--- config.mk ---
export PLATFORM = sky130hd
export DESIGN_NAME = path_metric_sequencer
export DESIGN_NICKNAME = d
export VERILOG_FILES = /design/src/rtl/path_metric_sequencer.sv
export SDC_FILE = /design/constraint.sdc
export NUM_CORES = 1
export LEC_CHECK = 0
export ABC_AREA = 1
export BUFFER_PORTS_ARGS = -buffer_cell sky130_fd_sc_hd__buf_2
export CAP_MARGIN = 40
export CORE_ASPECT_RATIO = 1.4
export CORE_MARGIN = 3
export CORE_UTILIZATION = 55
export CTS_CLUSTER_DIAMETER = 30
export DETAILED_ROUTE_END_ITERATION = 6
export MAX_ROUTING_LAYER = met4
export PLACE_DENSITY_LB_ADDON = 0.3
export SYNTH_ARGS = -nofsm -noshare
export SYNTH_HDL_FRONTEND = slang
export SYNTH_SLANG_ARGS = --single-unit
--- constraint.sdc ---
create_clock -name clk_i -period 4.49 [get_ports clk_i]
set_clock_uncertainty 0.2 [all_clocks]
set_input_delay 0.449 -clock clk_i [delete_from_list [all_inputs] [get_ports clk_i]]
set_output_delay 0.449 -clock clk_i [all_outputs]
set_load 0.1 [all_outputs]
--- src/rtl/path_metric_sequencer.sv ---
// rtl/path_metric_sequencer.sv - frame sequencer feeding a path-metric unit and starting traceback
module path_metric_sequencer #(
  parameter int unsigned FRAME_LEN = 16,
  parameter logic [7:0]  INIT_BIAS = 8'd63
) (
  input  logic       clk_i,
  input  logic       rst_ni,
  input  logic       code_valid_i,
  output logic       code_ready_o,
  input  logic [1:0] code_in_i,
  output logic       pm_st_o,
  output logic [1:0] pm_code_o,
  output logic [7:0] pm_cur0_o,
  output logic [7:0] pm_cur1_o,
  output logic [7:0] pm_cur2_o,
  output logic [7:0] pm_cur3_o,
  input  logic [7:0] pm_new0_i,
  input  logic [7:0] pm_new1_i,
  input  logic [7:0] pm_new2_i,
  input  logic [7:0] pm_new3_i,
  input  logic       pm_done_i,
  output logic [7:0] step_cnt_o,
  output logic       tb_start_o,
  output logic [1:0] best_state_o,
  input  logic       tb_done_i,
  output logic       frame_done_o
);

  typedef enum logic [1:0] {
    S_IDLE  = 2'd0,
    S_RUN   = 2'd1,
    S_TB    = 2'd2,
    S_REARM = 2'd3
  } state_e;

  localparam logic [7:0] FRAME_LEN_W = 8'(FRAME_LEN);

  state_e          state_q, state_d;
  logic [1:0]      pm_code_q, pm_code_d;
  logic [3:0][7:0] cur_q, cur_d;
  logic [7:0]      step_q, step_d;
  logic [1:0]      best_q, best_d;
  logic            tb_first_q, tb_first_d;

  logic [3:0][7:0] new_w;
  logic [7:0]      min01, min23, min_all;
  logic [7:0]      step_inc;
  logic [1:0]      best_new;

  assign new_w = {pm_new3_i, pm_new2_i, pm_new1_i, pm_new0_i};

  // Normalising by the minimum keeps the winning state at zero, so the
  // traceback start is simply the first zero metric.
  assign min01   = (new_w[1] < new_w[0]) ? new_w[1] : new_w[0];
  assign min23   = (new_w[3] < new_w[2]) ? new_w[3] : new_w[2];
  assign min_all = (min23 < min01) ? min23 : min01;
  assign step_inc = step_q + 8'd1;

  always_comb begin
    best_new = 2'd3;
    if (new_w[0] == min_all)      best_new = 2'd0;
    else if (new_w[1] == min_all) best_new = 2'd1;
    else if (new_w[2] == min_all) best_new = 2'd2;
  end

  always_comb begin
    state_d    = state_q;
    pm_code_d  = pm_code_q;
    cur_d      = cur_q;
    step_d     = step_q;
    best_d     = best_q;
    tb_first_d = 1'b0;
    case (state_q)
      S_IDLE: begin
        if (code_valid_i) begin
          pm_code_d = code_in_i;
          state_d   = S_RUN;
        end
      end
      S_RUN: begin
        if (pm_done_i) begin
          for (int i = 0; i < 4; i++) begin
            cur_d[i] = new_w[i] - min_all;
          end
          step_d = step_inc;
          if (step_inc < FRAME_LEN_W) begin
            state_d = S_IDLE;
          end else begin
            state_d    = S_TB;
            tb_first_d = 1'b1;
            best_d     = best_new;
          end
        end
      end
      S_TB: begin
        if (tb_done_i) begin
          state_d = S_REARM;
        end
      end
      S_REARM: begin
        cur_d   = {INIT_BIAS, INIT_BIAS, INIT_BIAS, 8'd0};
        step_d  = 8'd0;
        state_d = S_IDLE;
      end
      default: state_d = S_IDLE;
    endcase
  end

  always_ff @(posedge clk_i or negedge rst_ni) begin
    if (!rst_ni) begin
      state_q    <= S_IDLE;
      pm_code_q  <= 2'd0;
      cur_q      <= {INIT_BIAS, INIT_BIAS, INIT_BIAS, 8'd0};
      step_q     <= 8'd0;
      best_q     <= 2'd0;
      tb_first_q <= 1'b0;
    end else begin
      state_q    <= state_d;
      pm_code_q  <= pm_code_d;
      cur_q      <= cur_d;
      step_q     <= step_d;
      best_q     <= best_d;
      tb_first_q <= tb_first_d;
    end
  end

  assign code_ready_o = (state_q == S_IDLE);
  assign pm_st_o      = (state_q == S_RUN);
  assign pm_code_o    = pm_code_q;
  assign pm_cur0_o    = cur_q[0];
  assign pm_cur1_o    = cur_q[1];
  assign pm_cur2_o    = cur_q[2];
  assign pm_cur3_o    = cur_q[3];
  assign step_cnt_o   = step_q;
  assign best_state_o = best_q;
  // The flag is only ever set on the RUN->TB edge, so it marks the first TB cycle.
  assign tb_start_o   = tb_first_q && (state_q == S_TB);
  assign frame_done_o = tb_first_q && (state_q == S_TB);

endmodule

==> metrics.md, run 1 <==
| Metric | Value |
|---|---|
| Hold Path Class | input pin to flop |
| Via count | 4586 |
| Worst Setup Start Kind | input pin |
| Root Buffer | clkbuf_8 |
| Largest cells by area after synthesis | nand2_1 (17%), dfrtp_1 (17%), dfstp_2 (11%) |
| R2R Path Start | step_cnt_o[0] |
| Critical Path AT | 4120 ps |
| TritonCTS clock tree | built |
| Yosys reg bits | 47 |
| Ant diodes | 0 |
| Slew Viols, Final | 0 |
| Peak VDD IR | 608 uV |
| Final Net Count | ~830 |
| Synthesis-to-finish area growth | 16.0% |
| Worst relative slew slack | 0.527 |
| Post-synthesis sequential area ratio | 0.273 |
| DR pass1 iterations | 5 |
| Area of the die | a little over 9000 sq um |
| Drt via density | 5.37 |
| FMAX | 243 MHz |
| RSZ-0062 raised after global routing | false |
| DP HPWL | around 10000 um |
| Crit path kind | input pin to flop |
| Worst hold start | code_in_i[0] |
| Top-area cell type share of the netlist area | 0.173 |
| DRT iter0 DRCs | 313 |
| Outcome | finished, final reports clean |
| Sink Count | 47 |
| Syn Inst Count | about 660 |
| Core ar. | roughly 7500 sq um |
| CTS H-tree depth | 2 |
| Clock-pin slew on the worst setup and hold paths | 90 ps |
| IO buf count | 86 |
| Static Leak | 2.90 nW |
| Total GRT Usage | 0.293 |
| Most frequent cells in the layout | nand2_1 (202), inv_1 (92), buf_2 (86), nand3_1 (73), nor2_1 (40) |
| Die height | 112 um |
| Post-Syn Nets | 733 |
| Final wirelength | between 10000 and 15000 um |
| Actual slew at the worst max-slew pin | between 700 and 800 ps |
| Pwr Total | 0.00411 W |
| Final GP Congestion | 1.03 |
| Max Cap Violations | 0 |
| Fraction of layout cells with a size suffix above 1 | 0.252 |
| Vias in the first global route | 4375 |
| Routed len/inst | ~15 um |
| Reg2Reg Depth | 10 |
| Final Hold Viols | 0 |
| Commonest non-fill, non-tap cell in the layout | nand2_1 |
| Fillers | 700 |
| DRT antenna net count | 0 |
| Worst EP required | 4490 ps |
| Critical path endpoint category | flop |
| Number of synthesis warnings | 0 |
| Non-filler cells, final | roughly 850 |
| Largest net degree at the start of global routing | 38 |
| Synth area leader | nand2_1 |
| Setup TNS | 0 ps |
| Remaining global-route overflow | 0 |
| Initial Util | 0.582 |
| Power per cell area | 806 nW/um^2 |
| Avg Synthesized Cell Area | between 6 and 7 sq um |
| Period utilisation layout | 0.917 |
| Clock Tree Buf Depth | 2 |
| Initial antenna violation count | 0 |
| Reg-to-Reg End | best_state_o[1] |
| I/O pin total | 87 |
| Total setup buffers inserted after CTS | 0 |
| Min Tclk post-route | 4120 ps |
| Hold Path Depth | 2 |
| Inst Count DP | 845 |
| Hold endpoint | pm_code_o[0] |
| Cell Area, Synth | 4390 sq um |
| First-pass GRT wire length | around 20000 um |
| Clock latency at the later pin of the worst-skew pair | between 300 and 400 ps |
| Die Wd | 81.5 um |
| Unique masters post-synth | 42 |
| TritonCTS buffer count | 5 |
| Drc violations | 0 |
| Reg-to-reg slack, setup | 2340 ps |
| Cell row count | 37 |
| Setup violators final | 0 |
| Crit-path max FO | 15 |
==> cell families after synthesis <==
logic type | count (synthesis) | synth area share
AO/OA/AOI/OAI | 70 | 0.0937
XOR/XNOR | 10 | 0.0234
adder cells (fa/ha/maj) | 33 | 0.0940
buffers and inverters | 108 | 0.0974
flip-flops | 47 | 0.273
multiplexers | 2 | 0.00513
AND/OR/NAND/NOR | 391 | 0.413
==> cell usage after synthesis, drive strengths merged <==
master,instances
xor2,8
clkinv,1
a31oi,4
o21a,3
dfstp,18
o22ai,5
a211oi,2
o22a,2
o21bai,6
nand4,8
nand3b,5
nand2,245
nor3,4
or2,3
a22o,1
nand3,76
nor2,47
a21oi,20
ha,33
xnor2,2
buf,4
o21ai,26
inv,98
and2,3
mux2,2
a21boi,1
dfrtp,29
clkbuf,5
==> stage by stage <==
step	utilization	cell area (sq um)	setup slack, ps	hold WS [ps]
after CTS	0.675	5090	381	168
final	0.675	5090	373	173
after floorplan	-	4400	99.9	-46.6
after global placement	0.658	4970	78.5	259
after global routing	0.675	5090	45.7	158
after detailed placement	0.661	4990	57.5	138
==> where the power goes <==
| group | total (W) | switching [W] | internal (W) |
|---|---|---|---|
| logic | 0.00305 | 0.00241 | 0.000636 |
| clock network | 0.000273 | 0.000148 | 0.000126 |
| registers | 0.000782 | 0.000114 | 0.000669 |
| total | 0.00411 | 0.00267 | 0.00143 |
==> timing repair <==
action	in CTS	in global routing
gates resized for setup	0	1
endpoints found under the hold margin	3	0
setup endpoints to repair	0	5
hold buffers	1	0
==> critical path, cell delays in order <==
cell and delay [ps]:
buf_2 70, inv_1 60, ha_1 310, a21oi_1 160, o21a_1 250, nand2_4 140, o21ai_0 320, inv_1 100
ha_1 300, inv_1 40, o21bai_1 150, inv_1 70, nand2_2 80, nand2_4 100, nand2_4 140, buf_4 190
o21ai_0 80, buf_4 180, ha_1 330, inv_1 100, o21bai_1 80, nor2_1 170, nand3b_1 90, nand3_1 100
nand2_1 60
==> worst max-delay path by stage <==
stage	cells past startpoint	start	slack, ps	to
4_1_cts	25	pm_new0_i[7]	380	pm_cur0_o[7]
6_report	25	pm_new2_i[7]	370	pm_cur0_o[7]
3_3_place_gp	29	pm_new0_i[7]	80	pm_cur2_o[4]
3_5_place_dp	29	pm_new0_i[7]	60	pm_cur2_o[4]
2_1_floorplan	28	pm_new0_i[7]	100	pm_cur0_o[6]
5_1_grt	29	pm_new2_i[5]	50	pm_cur2_o[4]
==> state kept, by name (all words and copies together), names as in the netlist, named ones only <==
name          cells
pm_cur2_o         8
best_state_o      2
pm_cur0_o         8
step_cnt_o        8
pm_cur1_o         8
state_q           1
tb_first_q        1
pm_cur3_o         8
pm_code_o         2
==> layer usage <==
layer,part of all wire,track usage,vias to the layer above
li1,-,-,2302
met1,0.41,0.354,2076
met4,0.032,0.114,0
met5,0,-,-
met2,0.50,0.495,175
met3,0.057,0.0235,33
==> final cells by class <==
class / count / area (sq um) / area share
sequential: 47 / 1200 / 0.235
multi-input combinational: 506 / 2780 / 0.545
clock inverter: 2 / 16.3 / 0.00319
clock buffer: 6 / 82.6 / 0.0162
tap: 97 / 121 / 0.0238
timing repair buffer: 97 / 528 / 0.104
inverter: 99 / 372 / 0.0729
Power figures use the tool's default switching activity.
==> inputs of run 2 (changes only) <==
--- a/config.mk
+++ b/config.mk
@@ -10,7 +10,7 @@
 export CAP_MARGIN = 40
 export CORE_ASPECT_RATIO = 1.4
 export CORE_MARGIN = 3
-export CORE_UTILIZATION = 55
+export CORE_UTILIZATION = 51
 export CTS_CLUSTER_DIAMETER = 30
 export DETAILED_ROUTE_END_ITERATION = 6
 export MAX_ROUTING_LAYER = met4
==> constraint.sdc (replaced) <==
create_clock -name clk_i -period 3.4 [get_ports clk_i]
set_clock_uncertainty 0.2 [all_clocks]
set_input_delay 0.34 -clock clk_i [delete_from_list [all_inputs] [get_ports clk_i]]
set_output_delay 0.34 -clock clk_i [all_outputs]
set_load 0.1 [all_outputs]
==> run 2 against run 1 <==
  * The run now ends with setup timing left
  * Total power up 67%
  * Combinational power up 75%
  * Cell area grew 48%
  * Utilization increased by 23 points
  * Setup slack worse by 810 ps
  * First-iteration DRC count up 86%
  * Hold slack got worse by 90 ps
  * Highest routed layer unchanged
==> metrics.md, run 2 (synthesis gave the netlist of run 1 again) <==
| Metric | Value |
|---|---|
| Outcome | complete, but fails checks |
| Violated checks | setup timing |
| Largest net degree at the start of global routing | 41 |
| Worst Setup Start Kind | input pin |
| Switch Pwr | 0.00415 W |
| Initial Util | 0.529 |
| Power per cell area | between 900 and 1000 nW/um^2 |
| IO buf count | 86 |
| Max Cap Violations | 0 |
| Post-placement worst setup slack | -836 ps |
| Most frequent cells in the layout | buf_4 (161), nand2_1 (153), buf_2 (74), nand2_2 (64), inv_1 (59) |
| Vias in the first global route | 5567 |
| Clock latency at the later pin of the worst-skew pair | 290 ps |
| Final Hold Viols | 0 |
| DRT antenna net count | 0 |
| Die height | about 120 um |
| Die Wd | 84.4 um |
| Final Net Count | 1001 |
| Reg-to-reg slack, setup | 1270 ps |
| Comb power frac | 0.779 |
| DR pass1 iterations | 5 |
| RSZ-0062 raised after global routing | true |
| Worst relative slew slack | 0.518 |
| Crit-path max FO | 8 |
| DP HPWL | between 10000 and 15000 um |
| Final GP Congestion | 0.946 |
| Actual slew at the worst max-slew pin | 722 ps |
| Area of the die | 9780 sq um |
| DRT iter0 DRCs | between 500 and 600 |
| Sw Ratio | 0.604 |
| Static Leak | about 3.9 nW |
| Synthesis-to-finish area growth | 71.3% |
| Min Tclk post-route | between 3000 and 4000 ps |
| Reg area | approximately 1200 sq um |
| Ant diodes | 0 |
| Routed len/inst | 19.6 um |
| Drt via density | 5.91 |
| FMAX | 261 MHz |
| CTS H-tree depth | 2 |
| Clock Tree Buf Depth | 2 |
| TritonCTS clock tree | built |
| Critical path endpoint category | flop |
| Worst EP required | ~3400 ps |
| Setup TNS | -8250 ps |
| Critical Path AT | 3810 ps |
| Slowest stage cell, crit path | ha_4 |
| Setup violators final | 30 |
| Clock-pin slew on the worst setup and hold paths | 60 ps |
| Crit path top cell by count | nand2_1 |
| Footprint of the multi-input gates | 3680 sq um |
| Cell row count | 39 |
| Root Buffer | clkbuf_16 |
| Sink Count | 47 |
| Peak VDD IR | about 1000 uV |
| Via count | 6096 |
| First-pass GRT wire length | 25700 um |
| Initial antenna violation count | 0 |
| Cell Int Power | 0.00272 W |
| Final wirelength | 20200 um |
| Fillers | 365 |
| Period utilisation layout | 1.13 |
| Crit-path max cell delay | roughly 270 ps |
| I/O pin total | 87 |
| Flop pwr share | 0.152 |
| Worst setup margin | -435 ps |
| Total GRT Usage | 0.335 |
| Drc violations | 0 |
| Crit path kind | input pin to flop |
| Hold Path Class | input pin to flop |
| Remaining global-route overflow | 0 |
| Clock group share of total power | 0.069 |
| Core ar. | around 8300 sq um |
| TritonCTS buffer count | 5 |
| Commonest non-fill, non-tap cell in the layout | buf_4 |
| Slew Viols, Final | 0 |
| Fraction of layout cells with a size suffix above 1 | 0.561 |
==> run 2: timing repair <==
action	4_1_cts	5_1_grt
setup endpoints to repair	31	31
buffers inserted	13	13
pin swaps	41	78
gates cloned	2	0
hold endpoints to repair	35	0
hold buffers	1	0
resized for setup	93	142
==> run 2: path summary, 6_finish.rpt <==
kind	from	endpoint	depth (start not counted)
min in group asynchronous	rst_ni	step_cnt_o[1]	2
setup reg to reg	state_q[0]	step_cnt_o[2]	6
setup / recovery	pm_new2_i[4]	pm_cur0_o[6]	31
hold / removal	code_in_i[1]	pm_code_o[1]	2
hold reg to reg	pm_cur0_o[6]	pm_cur0_o[6]	2
max in group asynchronous	rst_ni	pm_cur1_o[5]	3
==> run 2: cell type report <==
cell class,count,area share
clock inverter,1,0.000665
inverter,99,0.0551
timing repair buffer,268,0.261
tap,102,0.0170
multi-input combinational,508,0.489
sequential,47,0.159
clock buffer,7,0.0176
==> run 2: worst max-delay path, delay by kind of cell <==
kind,cells,cell delay [ps]
buffers and inverters,6,620
and+or+nand+nor,20,1760
adders and majority gates,3,650
AOI/OAI and AO/OA,2,390
==> run 2: power by group through the flow <==
| stage | registers, W | logic (W) | clock network [W] |
|---|---|---|---|
| after floorplan | 0.00279 | 0.00159 | 0 |
| after global placement | 0.00103 | 0.00445 | 0 |
| after detailed placement | 0.00105 | 0.00455 | 0 |
| after CTS | 0.00104 | 0.00474 | 0.000476 |
| after global routing | 0.00107 | 0.00559 | 0.000498 |
| final | 0.00105 | 0.00535 | 0.000473 |
==> run 2: metal layers <==
metal  global-route usage  part of all wire
met1                0.358              0.34
met2                0.604              0.49
met3               0.0349             0.078
met4                0.184             0.090
met5                    -                 0
==> run 2: stage by stage <==
stage / instance area [sq um] / total power (W) / utilization / hold slack [ps] / std cells
finish: 7520 / 0.00687 / 0.907 / 83.1 / 1032
global route: 7520 / 0.00716 / 0.907 / 87.5 / 1032
CTS: 6910 / 0.00626 / 0.832 / 85.0 / 1020
detailed placement: 6250 / 0.00559 / 0.753 / -0.702 / 996
global placement: 6230 / 0.00548 / 0.751 / 261 / 995
floorplan: 4570 / 0.00438 / - / -156 / 661
==> inputs of run 3 (changes only) <==
--- a/config.mk
+++ b/config.mk
@@ -15,6 +15,7 @@
 export DETAILED_ROUTE_END_ITERATION = 6
 export MAX_ROUTING_LAYER = met4
 export PLACE_DENSITY_LB_ADDON = 0.3
+export SKIP_CTS_REPAIR_TIMING = 1
 export SYNTH_ARGS = -nofsm -noshare
 export SYNTH_HDL_FRONTEND = slang
 export SYNTH_SLANG_ARGS = --single-unit
==> run 3 against run 2 <==
  * The run still ends with setup timing left
  * Critical path depth increased by 1
  * Sequential power about the same
  * Cell count is 0.87% lower
  * Sequential share of layout area grew 0.44 points
  * Utilization is 2.4 points lower
  * Total power fell by 2.6%
  * Combinational power shrank 3%
  * Via count is 6.9% lower
  * Die area did not move
  * Critical path type unchanged
==> metrics.md, run 3 (synthesis gave the netlist of run 1 again) <==
| Metric | Value |
|---|---|
| Outcome | complete, but fails checks |
| Violated checks | setup timing |
| Initial Util | 0.529 |
| Root Buffer | clkbuf_16 |
| Clock Tree Buf Depth | 2 |
| Final GP Congestion | approximately 0.95 |
| TritonCTS buffer count | 5 |
| Crit path kind | input pin to flop |
| CTS H-tree depth | 2 |
| DRT iter0 DRCs | 368 |
| TritonCTS clock tree | built |
| Fillers | 422 |
| Vias in the first global route | around 5100 |
| I/O pin total | 87 |
| Slew Viols, Final | 0 |
| Critical path endpoint category | flop |
| Final Net Count | 992 |
| RSZ-0062 raised after global routing | true |
| FMAX | 273 MHz |
| Util after Layout | 0.882 |
| Commonest non-fill, non-tap cell in the layout | buf_4 |
| DR pass1 iterations | 6 |
| Max Cap Violations | 0 |
| IO buf count | 86 |
| Die height | 116 um |
| Core ar. | 8300 sq um |
| Sink Count | 47 |
| Area of the die | 9780 sq um |
| Worst EP required | 3380 ps |
| Final wirelength | 17500 um |
| Period utilisation layout | 1.08 |
| Static Leak | 3.88 nW |
| Post-placement worst setup slack | -836 ps |
| Ant diodes | 0 |
| Die Wd | approximately 84 um |
| DP HPWL | 11900 um |
| Worst Setup Start Kind | input pin |
| Min Tclk post-route | 3660 ps |
| Crit-path max cell delay | 290 ps |
| Cell row count | 39 |
| Final Hold Viols | 0 |
| Setup violators final | 27 |
| Crit-path max FO | 6 |
| Peak VDD IR | 1050 uV |
| Via count | 5676 |
| Critical Path AT | 3640 ps |
| Slowest stage cell, crit path | ha_1 |
| Routed len/inst | 17.1 um |
| Clock-pin slew on the worst setup and hold paths | 60 ps |
| Worst relative slew slack | 0.525 |
| Synthesis-to-finish area growth | 66.7% |
| Fraction of layout cells with a size suffix above 1 | 0.550 |
| First-pass GRT wire length | 23200 um |
| Most frequent cells in the layout | buf_4 (157), nand2_1 (156), buf_2 (82), nand2_2 (64), inv_1 (63) |
| Worst setup margin | -262 ps |
| Hold Path Class | input pin to flop |
| Remaining global-route overflow | 0 |
| DRT antenna net count | 0 |
| Drc violations | 0 |
| Largest net degree at the start of global routing | 41 |
| Total GRT Usage | 0.300 |
| Setup TNS | -4860 ps |
| Power per cell area | 915 nW/um^2 |
| Actual slew at the worst max-slew pin | 711 ps |
| Crit path top cell by count | nand2_1 |
| Initial antenna violation count | 0 |
| Clock latency at the later pin of the worst-skew pair | ~290 ps |
| Drt via density | around 5.5 |
## run 3: cell types whose count changed in the layout (fill, tap and decap cells not counted), sizes merged
cell   previous run  this run
buf             267       257
nand2           247       248
## run 3: stage by stage
step	hold slack (ps)	instance area [sq um]	std cells	power, W
after detailed placement	-0.702	6250	996	0.00559
after floorplan	-156	4570	661	0.00438
after global routing	87.5	7320	1023	0.00700
after CTS	-307	6390	1004	0.00608
final	84.3	7320	1023	0.00669
after global placement	261	6230	995	0.00548
## run 3: path summary, 6_finish.rpt
check | depth (start not counted) | endpoint | slack [ps] | start
setup / recovery | 32 | pm_cur0_o[6] | -260 | pm_new2_i[6]
hold / removal | 2 | pm_code_o[1] | 80 | code_in_i[1]
setup reg to reg | 11 | best_state_o[1] | 1290 | step_cnt_o[0]
hold reg to reg | 2 | pm_cur0_o[6] | 280 | pm_cur0_o[6]
max in group asynchronous | 3 | pm_cur1_o[5] | 2250 | rst_ni
min in group asynchronous | 2 | step_cnt_o[1] | 230 | rst_ni
## run 3: critical path: cells and delay by family
family | cells | cell delay, ps
AOI/OAI and AO/OA | 2 | 310
adders and majority gates | 3 | 710
buffers and inverters | 7 | 660
and+or+nand+nor | 20 | 1630
## run 3: final cells by class
cell class	instances	area, sq um	share of cell area
clock inverter	1	5.00	0.000684
clock buffer	7	133	0.0181
multi-input combinational	509	3640	0.498
inverter	99	397	0.0542
sequential	47	1200	0.164
tap	102	128	0.0174
timing repair buffer	258	1810	0.248
## run 3: metal layers
metal  vias up  wire length [um]  GRT usage
li1       2635                 -          -
met1      2700              6480      0.337
met2       268              9250      0.552
met3        73               865     0.0156
met4         0               874      0.127
met5         -                 0          -
## run 3: power by group
part | total [W] | switching, W | leakage (nW) | internal, W
logic | 0.00518 | 0.00367 | 3.25 | 0.00151
registers | 0.00105 | 0.000160 | 0.558 | 0.000886
clock network | 0.000469 | 0.000197 | 0.0679 | 0.000272
total | 0.00669 | 0.00403 | 3.88 | 0.00266
